### config.mk
export PLATFORM = sky130hd
export DESIGN_NAME = simple_phase_ctrl
export DESIGN_NICKNAME = d
export VERILOG_FILES = /design/src/rtl/simple_pkg.sv /design/src/rtl/simple_branch_cond.sv /design/src/rtl/simple_phase_ctrl.sv
export SDC_FILE = /design/constraint.sdc
export NUM_CORES = 1
export LEC_CHECK = 0
export BUFFER_PORTS_ARGS = -buffer_cell sky130_fd_sc_hd__buf_4
export CAP_MARGIN = 20
export CELL_PAD_IN_SITES_DETAIL_PLACEMENT = 1
export CELL_PAD_IN_SITES_GLOBAL_PLACEMENT = 2
export CORE_ASPECT_RATIO = 1.25
export CORE_MARGIN = 5
export CORE_UTILIZATION = 30
export DETAILED_ROUTE_END_ITERATION = 12
export PLACE_DENSITY_LB_ADDON = 0.1
export SLEW_MARGIN = 20
export SYNTH_ARGS = -nofsm -noshare
export SYNTH_HDL_FRONTEND = slang
export SYNTH_HIERARCHICAL = 1
export SYNTH_SLANG_ARGS = --single-unit
### constraint.sdc
create_clock -name clk -period 5.35 [get_ports clk]
set_input_delay 0.535 -clock clk [delete_from_list [all_inputs] [get_ports clk]]
set_output_delay 0.535 -clock clk [all_outputs]
set_load 0.02 [all_outputs]
### src/rtl/simple_pkg.sv
// Shared encodings for the simple multi-cycle core: opcode fields, branch
// sub-codes, write-back selects and the one-hot phase state.
package simple_pkg;

   localparam logic [1:0] OP1_LD  = 2'b00;
   localparam logic [1:0] OP1_ST  = 2'b01;
   localparam logic [1:0] OP1_BR  = 2'b10;
   localparam logic [1:0] OP1_ALU = 2'b11;

   localparam logic [3:0] OP3_ADD = 4'b0000;
   localparam logic [3:0] OP3_SUB = 4'b0001;
   localparam logic [3:0] OP3_AND = 4'b0010;
   localparam logic [3:0] OP3_OR  = 4'b0011;
   localparam logic [3:0] OP3_XOR = 4'b0100;
   localparam logic [3:0] OP3_CMP = 4'b0101;
   localparam logic [3:0] OP3_MOV = 4'b0110;
   localparam logic [3:0] OP3_SLL = 4'b1000;
   localparam logic [3:0] OP3_SLR = 4'b1001;
   localparam logic [3:0] OP3_SRL = 4'b1010;
   localparam logic [3:0] OP3_SRA = 4'b1011;
   localparam logic [3:0] OP3_IN  = 4'b1100;
   localparam logic [3:0] OP3_OUT = 4'b1101;
   localparam logic [3:0] OP3_HLT = 4'b1111;

   localparam logic [2:0] BR_LI  = 3'b000;
   localparam logic [2:0] BR_B   = 3'b100;
   localparam logic [2:0] BR_BCC = 3'b111;

   localparam logic [2:0] COND_BE  = 3'b000;
   localparam logic [2:0] COND_BLT = 3'b001;
   localparam logic [2:0] COND_BLE = 3'b010;
   localparam logic [2:0] COND_BNE = 3'b011;

   localparam logic [1:0] WB_ALU = 2'b00;
   localparam logic [1:0] WB_MEM = 2'b01;
   localparam logic [1:0] WB_IMM = 2'b10;
   localparam logic [1:0] WB_IN  = 2'b11;

   // Encoded directly as the {P5..P1} phase vector; HALT is all-zero.
   typedef enum logic [4:0] {
      PH_HALT = 5'b00000,
      PH_P1   = 5'b00001,
      PH_P2   = 5'b00010,
      PH_P3   = 5'b00100,
      PH_P4   = 5'b01000,
      PH_P5   = 5'b10000
   } phase_e;

   function automatic logic op3_sets_flags(input logic [3:0] op3);
      logic r;
      case (op3)
         OP3_ADD, OP3_SUB, OP3_AND, OP3_OR, OP3_XOR, OP3_CMP, OP3_MOV,
         OP3_SLL, OP3_SLR, OP3_SRL, OP3_SRA: r = 1'b1;
         default:                            r = 1'b0;
      endcase
      return r;
   endfunction

   function automatic logic op3_writes_rf(input logic [3:0] op3);
      logic r;
      case (op3)
         OP3_ADD, OP3_SUB, OP3_AND, OP3_OR, OP3_XOR, OP3_MOV,
         OP3_SLL, OP3_SLR, OP3_SRL, OP3_SRA, OP3_IN: r = 1'b1;
         default:                                   r = 1'b0;
      endcase
      return r;
   endfunction

endpackage

### src/rtl/simple_branch_cond.sv
// Combinational branch-condition evaluator: architectural {S,Z,C,V} plus the
// 3-bit condition field give the taken decision.
module simple_branch_cond
   import simple_pkg::*;
(
   input  logic [3:0] szcv,
   input  logic [2:0] cond,
   output logic       taken
);

   logic s_s;
   logic z_s;
   logic v_s;
   logic unused_c_s;

   assign s_s        = szcv[3];
   assign z_s        = szcv[2];
   assign unused_c_s = szcv[1];
   assign v_s        = szcv[0];

   // Condition decode; codes 100-111 are reserved and never taken.
   always_comb begin
      taken = 1'b0;
      case (cond)
         COND_BE:  taken = z_s;
         COND_BLT: taken = s_s ^ v_s;
         COND_BLE: taken = z_s | (s_s ^ v_s);
         COND_BNE: taken = ~z_s;
         default:  taken = 1'b0;
      endcase
   end

endmodule

### src/rtl/simple_phase_ctrl.sv
// Five-phase control unit (fetch, decode, execute, memory, writeback) with HALT.
// Define IMEM_WAIT_EN to add imem_ready, which stretches P1 until memory is ready.
module simple_phase_ctrl
   import simple_pkg::*;
#(
   parameter logic [15:0] PC_RESET = 16'h0000
)
(
   input  logic        clk,
   input  logic        reset,
   input  logic [15:0] imem_rdata,
`ifdef IMEM_WAIT_EN
   input  logic        imem_ready,
`endif
   input  logic [3:0]  alu_szcv,
   input  logic        run_i,
   output logic [15:0] pc,
   output logic [15:0] ir,
   output logic [4:0]  phase,
   output logic [1:0]  alu_op1,
   output logic [3:0]  alu_op3,
   output logic [3:0]  alu_d,
   output logic        alu_reset,
   output logic [2:0]  rf_ra1,
   output logic [2:0]  rf_ra2,
   output logic [2:0]  rf_wa,
   output logic        rf_we,
   output logic [1:0]  wb_sel,
   output logic        mem_re,
   output logic        mem_we,
   output logic        out_en,
   output logic [3:0]  szcv,
   output logic        branch_taken,
   output logic        halted
);

   phase_e      state_r;
   phase_e      state_nxt_s;
   logic [15:0] pc_r;
   logic [15:0] ir_r;
   logic [3:0]  szcv_r;

   logic        fetch_go_s;
   logic [1:0]  op1_s;
   logic [3:0]  op3_s;
   logic [2:0]  sub_s;
   logic        is_alu_s;
   logic        is_ld_s;
   logic        is_st_s;
   logic        is_br_s;
   logic        is_li_s;
   logic        is_hlt_s;
   logic        cond_taken_s;
   logic        taken_s;
   logic        rf_write_s;
   logic [15:0] br_offset_s;

`ifdef IMEM_WAIT_EN
   assign fetch_go_s = imem_ready;
`else
   assign fetch_go_s = 1'b1;
`endif

   assign op1_s    = ir_r[15:14];
   assign op3_s    = ir_r[7:4];
   assign sub_s    = ir_r[13:11];
   assign is_alu_s = (op1_s == OP1_ALU);
   assign is_ld_s  = (op1_s == OP1_LD);
   assign is_st_s  = (op1_s == OP1_ST);
   assign is_br_s  = (op1_s == OP1_BR);
   assign is_li_s  = is_br_s && (sub_s == BR_LI);
   assign is_hlt_s = is_alu_s && (op3_s == OP3_HLT);

   simple_branch_cond u_branch_cond (
      .szcv  (szcv_r),
      .cond  (ir_r[10:8]),
      .taken (cond_taken_s)
   );

   assign taken_s     = is_br_s && ((sub_s == BR_B) || ((sub_s == BR_BCC) && cond_taken_s));
   assign rf_write_s  = is_ld_s || is_li_s || (is_alu_s && op3_sets_flags(op3_s) && op3_writes_rf(op3_s))
                        || (is_alu_s && (op3_s == OP3_IN));
   assign br_offset_s = {{8{ir_r[7]}}, ir_r[7:0]};

   // Phase sequencing; HLT diverts to HALT at the end of P2.
   always_comb begin
      state_nxt_s = state_r;
      case (state_r)
         PH_P1: begin
            if (fetch_go_s) state_nxt_s = PH_P2;
            else            state_nxt_s = PH_P1;
         end
         PH_P2: begin
            if (is_hlt_s) state_nxt_s = PH_HALT;
            else          state_nxt_s = PH_P3;
         end
         PH_P3:   state_nxt_s = PH_P4;
         PH_P4:   state_nxt_s = PH_P5;
         PH_P5:   state_nxt_s = PH_P1;
         PH_HALT: begin
            if (run_i) state_nxt_s = PH_P1;
            else       state_nxt_s = PH_HALT;
         end
         default: state_nxt_s = PH_P1;
      endcase
   end

   // Architectural state: phase, pc, ir and the flag register.
   always_ff @(posedge clk or negedge reset) begin
      if (!reset) begin
         state_r <= PH_P1;
         pc_r    <= PC_RESET;
         ir_r    <= 16'h0000;
         szcv_r  <= 4'b0000;
      end else begin
         state_r <= state_nxt_s;
         if ((state_r == PH_P1) && fetch_go_s) begin
            ir_r <= imem_rdata;
            pc_r <= pc_r + 16'd1;
         end else if ((state_r == PH_P5) && taken_s) begin
            pc_r <= pc_r + br_offset_s;
         end
         if ((state_r == PH_P3) && is_alu_s && op3_sets_flags(op3_s)) begin
            szcv_r <= alu_szcv;
         end
      end
   end

   // Strobes decode from registered state only, so reset clears them at once.
   always_comb begin
      if (is_alu_s && (op3_s == OP3_IN)) wb_sel = WB_IN;
      else if (is_ld_s)                   wb_sel = WB_MEM;
      else if (is_li_s)                   wb_sel = WB_IMM;
      else                                wb_sel = WB_ALU;
   end

   assign pc           = pc_r;
   assign ir           = ir_r;
   assign szcv         = szcv_r;
   assign phase        = state_r;
   assign halted       = (state_r == PH_HALT);
   assign alu_op1      = op1_s;
   assign alu_op3      = is_alu_s ? op3_s : 4'b0000;
   assign alu_d        = is_alu_s ? ir_r[3:0] : 4'b0000;
   assign alu_reset    = (state_r == PH_P3);
   assign rf_ra1       = ir_r[10:8];
   assign rf_ra2       = ir_r[13:11];
   assign rf_wa        = is_ld_s ? ir_r[13:11] : ir_r[10:8];
   assign rf_we        = (state_r == PH_P5) && rf_write_s;
   assign mem_re       = (state_r == PH_P4) && is_ld_s;
   assign mem_we       = (state_r == PH_P4) && is_st_s;
   assign out_en       = (state_r == PH_P5) && is_alu_s && (op3_s == OP3_OUT);
   assign branch_taken = (state_r == PH_P5) && taken_s;

endmodule

==> results.py, run 1 <==
metrics = {
    "outcome": {
        "status": "complete, no violations",
    },
    "cts": {
        "clock-root-buffer": "clkbuf_8",
        "cts_sinks": 41,
        "clk_pin_slew_ns": 0.08,
        "cts_setup_buffers": 0,
        "cts_hold_repair.buffers": 0,
        "worstSkewPairLatency_ns": 0.28,
        "cts.repair.resized": 0,
        "htree_num_levels": 2,
        "cts_buffer_depth": 2,
        "cts_tree": "yes",
        "cts_buffers": 5,
    },
    "yosys": {
        "synth_cell_types": 46,
        "synth_area_leader_cell": "dfrtp_1",
        "syn_inst": 255,
        "synth_edf_count": 0,
        "ys.flop_type": "dfrtp_1",
        "ys_seq_elements": 41,
        "yosysWarningCount": 6,
        "async_flop_share": 1.000,
        "synth_top_area_frac": 0.4178,
        "synth.net_count": 286,
        "syn_area_um2": 2396,
        "avgSynthCellArea_um2": 9.396,
        "synth-seq-area-share": 0.4287,
        "ys_top_cells_by_area": "dfrtp_1, nand2_1, xnor2_1",
    },
    "setup_path": {
        "cp.depth": 10,
        "path_delay_family": "simple AND/OR/NAND/NOR gates",
        "arrival_ns": 3.75,
        "crit_path_start_kind": "flop",
        "worst_ep_required_time_ns": 5.52,
        "cp-end-kind": "flop",
        "worst_path_max_delay_cell": "dfrtp_1",
        "crit_fanout": 17,
        "critPathLaunch": "phase[3]$_DFF_PN0_",
        "cp-endpoint": "pc[12]$_DFFE_PN0P_",
        "timing.critical_path.buf_inv": 0,
        "crit_type": "reg -> reg",
        "r2r_end": "pc[12]$_DFFE_PN0P_",
        "ff2ff_setup_slack_ns": 1.77,
        "reg2reg_depth": 10,
        "cpPeakStageDelay_ns": 0.48,
        "r2r-start": "phase[3]$_DFF_PN0_",
        "crit_chain": "or3_1, or2_2, and2_1, fa_1, a211o_1, o211ai_1, a21oi_1, nor4_1, o21ai_0, xnor2_1",
    },
    "routing": {
        "drtIter0Drc": 64,
        "wire_per_inst_um": 16.96,
        "drt_first_pass_iters": 4,
        "drcViolationCount": 0,
        "vias": 2151,
        "totalWireLength_um": 7274,
        "via_per_inst": 5.014,
        "drt.antenna.violating_nets": 0,
    },
    "final_layout": {
        "seqCellArea_um2": 1027,
        "area_delta_synth_final_pct": 33.42,
        "final_cell_mix": "buf_4, dfrtp_1, nand2_1",
        "final_core_util": 0.4102,
        "antenna_cells": 0,
        "postLayoutCellArea_um2": 3197,
        "fill_cells": 929,
        "nets": 364,
        "multi_input_area_um2": 1225,
        "drive_above_1_share": 0.3503,
        "layout_commonest_cell": "buf_4",
    },
    "timing": {
        "hold_viol": 0,
        "period_share": 0.6687,
        "slew_violations": 0,
        "grt_setup_unrepaired": "no",
        "clock.fmax_ghz": 0.2795,
        "skew_ns": 0.003691,
        "min_period_ns": 3.578,
        "tightest_slew_ns": 0.6908,
        "finalSetupTns_ns": 0,
        "setup_viol": 0,
        "relSlewSlack": 0.5384,
    },
    "global_routing": {
        "grt_max_degree": 42,
        "grtUsageMet1": 0.1893,
        "grt_pass1_wl_um": 12290,
        "grt_pass1_vias": 2351,
        "antenna_found_initial": 0,
        "track_usage": 0.1498,
        "overflow": 0,
        "top_usage_layer": "met2",
        "gr-usage-met3": 0.03833,
        "grt_use_met2": 0.2599,
    },
    "run": {
        "cap_violations": 0,
    },
    "placement": {
        "postPlaceCellArea_um2": 3080,
        "port_buffers": 91,
        "place_congestion": 0.7208,
        "dp_hpwl_um": 5589,
    },
    "floorplanning": {
        "ioPinCount": 92,
        "row_count": 36,
        "die_y_um": 109.9,
        "dieArea_um2": 9886,
        "coreArea_um2": 7792,
        "start_util": 0.3075,
        "dieWidth_um": 89.94,
    },
    "power_and_ir_drop": {
        "ir_drop_mv": 0.3715,
        "leakagePower_uw": 0.001649,
        "power_density_nw_per_um2": 772.8,
    },
    "hold_path": {
        "hold_class": "in -> async",
    },
}
## worst register-to-register path, delay by kind of cell, from the launching register on
kind,cells,cell delay [ns]
fa+ha+maj,1,0.45
simple gates,4,1.53
xor+xnor,1,0.17
flops,1,0.48
compound gates,4,0.84
## layer usage
layer	vias to the layer above	share of wire	wire length (um)
met5	-	0	0
met4	0	0.0084	61
met3	6	0.048	349
met2	59	0.50	3603
met1	1049	0.45	3260
li1	1037	-	-
## sequential cells by signal, summed over array words and instances (netlist names)
signal  flops
pc         16
szcv        4
ir         16
phase       5
## cell usage after synthesis (all sizes together) (2+ instances only)
master  instances
a211o           2
a211oi          2
a21o            9
a21oi          10
and2            8
and3           14
and4            3
buf            13
clkbuf          7
dfrtp          40
ha              7
inv             6
mux2            9
nand2          35
nand2b          3
nand3           5
nand3b          2
nand4           2
nor2           14
nor3            7
nor3b           3
nor4            4
o211ai          3
o21ai          11
o41ai           2
or2             2
or2b            2
or4             4
xnor2          12
xor2            4
## kinds of logic (layout without fill, tap and decap cells)
| kind of cell | count (synthesis) | after routing | share of synthesized area |
|---|---|---|---|
| compound gates | 43 | 43 | 0.1170 |
| xor+xnor | 16 | 16 | 0.05848 |
| fa+ha+maj | 8 | 8 | 0.04491 |
| buf+inv | 27 | 106 | 0.06005 |
| flops | 41 | 41 | 0.4287 |
| mux | 10 | 10 | 0.04648 |
| simple gates | 110 | 110 | 0.2444 |
## stage by stage
stage	instances	setup WS (ns)	hold WS [ns]	total power, uW
after floorplan	255	1.923	0.2394	1719
after global placement	421	1.890	0.4610	2215
after detailed placement	421	1.754	0.4706	2239
after CTS	429	1.760	0.2543	2510
after global routing	429	1.346	0.2738	2698
final	429	1.772	0.2218	2471
## where the power goes
part | switching, uW | internal, uW
clock | 109 | 152
sequential | 221 | 457
combinational | 861 | 670
## layout make-up
| cell class | count | area share |
|---|---|---|
| clock buffers | 7 | 0.02701 |
| repair buffers | 91 | 0.2137 |
| inverters | 7 | 0.008219 |
| well taps | 95 | 0.03718 |
| flip-flops and latches | 41 | 0.3213 |
| clock inverters | 1 | 0.009393 |
| multi-input cells | 187 | 0.3832 |
## worst min-delay path by stage
stage,endpoint,slack [ns]
2_1_floorplan,ir[0]$_DFFE_PN0P_,0.24
3_3_place_gp,pc[15]$_DFFE_PN0P_,0.46
3_5_place_dp,pc[15]$_DFFE_PN0P_,0.47
4_1_cts,phase[3]$_DFF_PN0_,0.25
5_1_grt,phase[3]$_DFF_PN0_,0.27
6_report,phase[3]$_DFF_PN0_,0.22
Power figures use the tool's default switching activity.
==> run 2: changes to the inputs <==
--- a/config.mk
+++ b/config.mk
@@ -11,7 +11,7 @@
 export CELL_PAD_IN_SITES_GLOBAL_PLACEMENT = 2
 export CORE_ASPECT_RATIO = 1.25
 export CORE_MARGIN = 5
-export CORE_UTILIZATION = 30
+export CORE_UTILIZATION = 25
 export DETAILED_ROUTE_END_ITERATION = 12
 export PLACE_DENSITY_LB_ADDON = 0.1
 export SLEW_MARGIN = 20
==> constraint.sdc (replaced) <==
create_clock -name clk -period 3.2 [get_ports clk]
set_input_delay 0.32 -clock clk [delete_from_list [all_inputs] [get_ports clk]]
set_output_delay 0.32 -clock clk [all_outputs]
set_load 0.02 [all_outputs]
==> results.py, run 2 (same netlist as run 1, synthesis figures left out) <==
metrics = {
    "routing": {
        "wire_per_inst_um": 16.11,
        "drcViolationCount": 0,
        "via_per_inst": 4.660,
        "drtIter0Drc": 47,
        "drt.antenna.violating_nets": 0,
        "vias": 2209,
        "drt_first_pass_iters": 4,
        "totalWireLength_um": 7636,
    },
    "setup_path": {
        "worst_ep_required_time_ns": 3.37,
        "crit_path_start_kind": "flop",
        "reg2reg_depth": 10,
        "path_delay_family": "simple AND/OR/NAND/NOR gates",
        "crit_fanout": 9,
        "r2r-start": "phase[0]$_DFF_PN1_",
        "cp-end-kind": "flop",
        "critPathLaunch": "phase[0]$_DFF_PN1_",
        "arrival_ns": 3.16,
        "cp.depth": 10,
        "cpPeakStageDelay_ns": 0.53,
        "timing.critical_path.buf_inv": 0,
        "r2r_end": "pc[12]$_DFFE_PN0P_",
        "crit_chain": "or2b_2, or2_4, and2_4, fa_2, a211o_1, o211ai_1, a21oi_2, nor4_1, o21ai_0, xnor2_1",
        "ff2ff_setup_slack_ns": 0.20,
        "crit_type": "reg -> reg",
        "worst_path_max_delay_cell": "dfstp_2",
    },
    "global_routing": {
        "grtUsageMet1": 0.1515,
        "grt_max_degree": 42,
        "track_usage": 0.1300,
        "top_usage_layer": "met2",
        "gr-usage-met3": 0.02812,
        "grt_pass1_vias": 2343,
        "antenna_found_initial": 0,
        "grt_pass1_wl_um": 12350,
        "grt_use_met2": 0.2419,
        "overflow": 0,
    },
    "cts": {
        "cts_sinks": 41,
        "clock-root-buffer": "clkbuf_16",
        "worstSkewPairLatency_ns": 0.28,
        "cts_tree": "yes",
        "clk_pin_slew_ns": 0.06,
        "cts_buffer_depth": 2,
        "cts_hold_repair.buffers": 0,
        "htree_num_levels": 2,
        "cts_buffers": 5,
    },
    "floorplanning": {
        "row_count": 40,
        "coreArea_um2": 9509,
        "die_y_um": 119.5,
        "start_util": 0.2520,
        "dieWidth_um": 97.57,
        "dieArea_um2": 11650,
        "ioPinCount": 92,
    },
    "placement": {
        "postPlaceCellArea_um2": 3224,
        "dp_hpwl_um": 5894,
        "place_congestion": 0.7156,
        "port_buffers": 91,
    },
    "timing": {
        "grt_setup_unrepaired": "no",
        "relSlewSlack": 0.6292,
        "slew_violations": 0,
        "tightest_slew_ns": 0.5562,
        "clock.fmax_ghz": 0.3338,
        "setup_viol": 0,
        "min_period_ns": 2.996,
        "finalSetupTns_ns": 0,
        "period_share": 0.9363,
        "skew_ns": 0.007256,
        "hold_viol": 0,
    },
    "final_layout": {
        "antenna_cells": 0,
        "postLayoutCellArea_um2": 3381,
        "final_core_util": 0.3555,
        "seqCellArea_um2": 1028,
        "multi_input_area_um2": 1241,
        "final_cell_mix": "buf_4, dfrtp_1, nand2_1",
        "area_delta_synth_final_pct": 41.10,
        "layout_commonest_cell": "buf_4",
        "drive_above_1_share": 0.3908,
        "nets": 378,
        "fill_cells": 1125,
    },
    "run": {
        "cap_violations": 0,
    },
    "hold_path": {
        "hold_class": "in -> async",
    },
    "power_and_ir_drop": {
        "power_density_nw_per_um2": 1296,
        "ir_drop_mv": 0.4972,
        "leakagePower_uw": 0.001730,
    },
    "outcome": {
        "status": "complete, no violations",
    },
}
## run 2: how the worst max path moves through the flow
| stage | slack, ns | end |
|---|---|---|
| floorplan | 0.02 | pc[12]$_DFFE_PN0P_ |
| global placement | 0.12 | pc[11]$_DFFE_PN0P_ |
| detailed placement | 0.07 | pc[12]$_DFFE_PN0P_ |
| CTS | 0.06 | pc[12]$_DFFE_PN0P_ |
| global route | 0.05 | pc[12]$_DFFE_PN0P_ |
| finish | 0.20 | pc[12]$_DFFE_PN0P_ |
## run 2: timing repair
action / 4_1_cts / 5_1_grt
endpoints found under the hold margin: 0 / 0
gates resized for setup: 0 / 1
setup endpoints to repair: 0 / 4
setup buffers: 0 / 2
## run 2: cell type report
class,count,share of cell area
multi-input combinational,187,0.3671
tap,126,0.04663
inverter,7,0.007772
clock inverter,2,0.002961
sequential,41,0.3042
clock buffer,6,0.03812
timing repair buffer,105,0.2332
## run 2: through the flow
step                      hold slack (ns)  instances  setup WS, ns  power, uW
final                             0.03007        474        0.2039       4383
after global routing              0.08298        474       0.05275       4755
after CTS                         0.05460        472       0.05659       4417
after detailed placement           0.3528        464       0.07463       3908
after global placement             0.3624        464        0.1230       3881
after floorplan                   0.02441        255       0.01817       2918
## run 2: worst register-to-register path, delay by kind of cell, from the launching register on
family,cells,cell delay [ns]
DFF,1,0.53
AOI/OAI and AO/OA,4,0.76
xor gates and xnor gates,1,0.16
adders and majority gates,1,0.39
and+or+nand+nor,4,1.05
## run 2: power breakdown
part / leakage [uW] / internal, uW / switching [uW]
Combinational: 0.00115 / 1270 / 1570
Sequential: 0.000505 / 767 / 284
Clock: 0.0000706 / 287 / 202
Total: 0.00173 / 2330 / 2060
## run 2: per-layer routing
layer | vias up | wire length (um)
met3 | 5 | 360
met2 | 59 | 3903
li1 | 1072 | -
met5 | - | 0
met1 | 1073 | 3317
met4 | 0 | 55
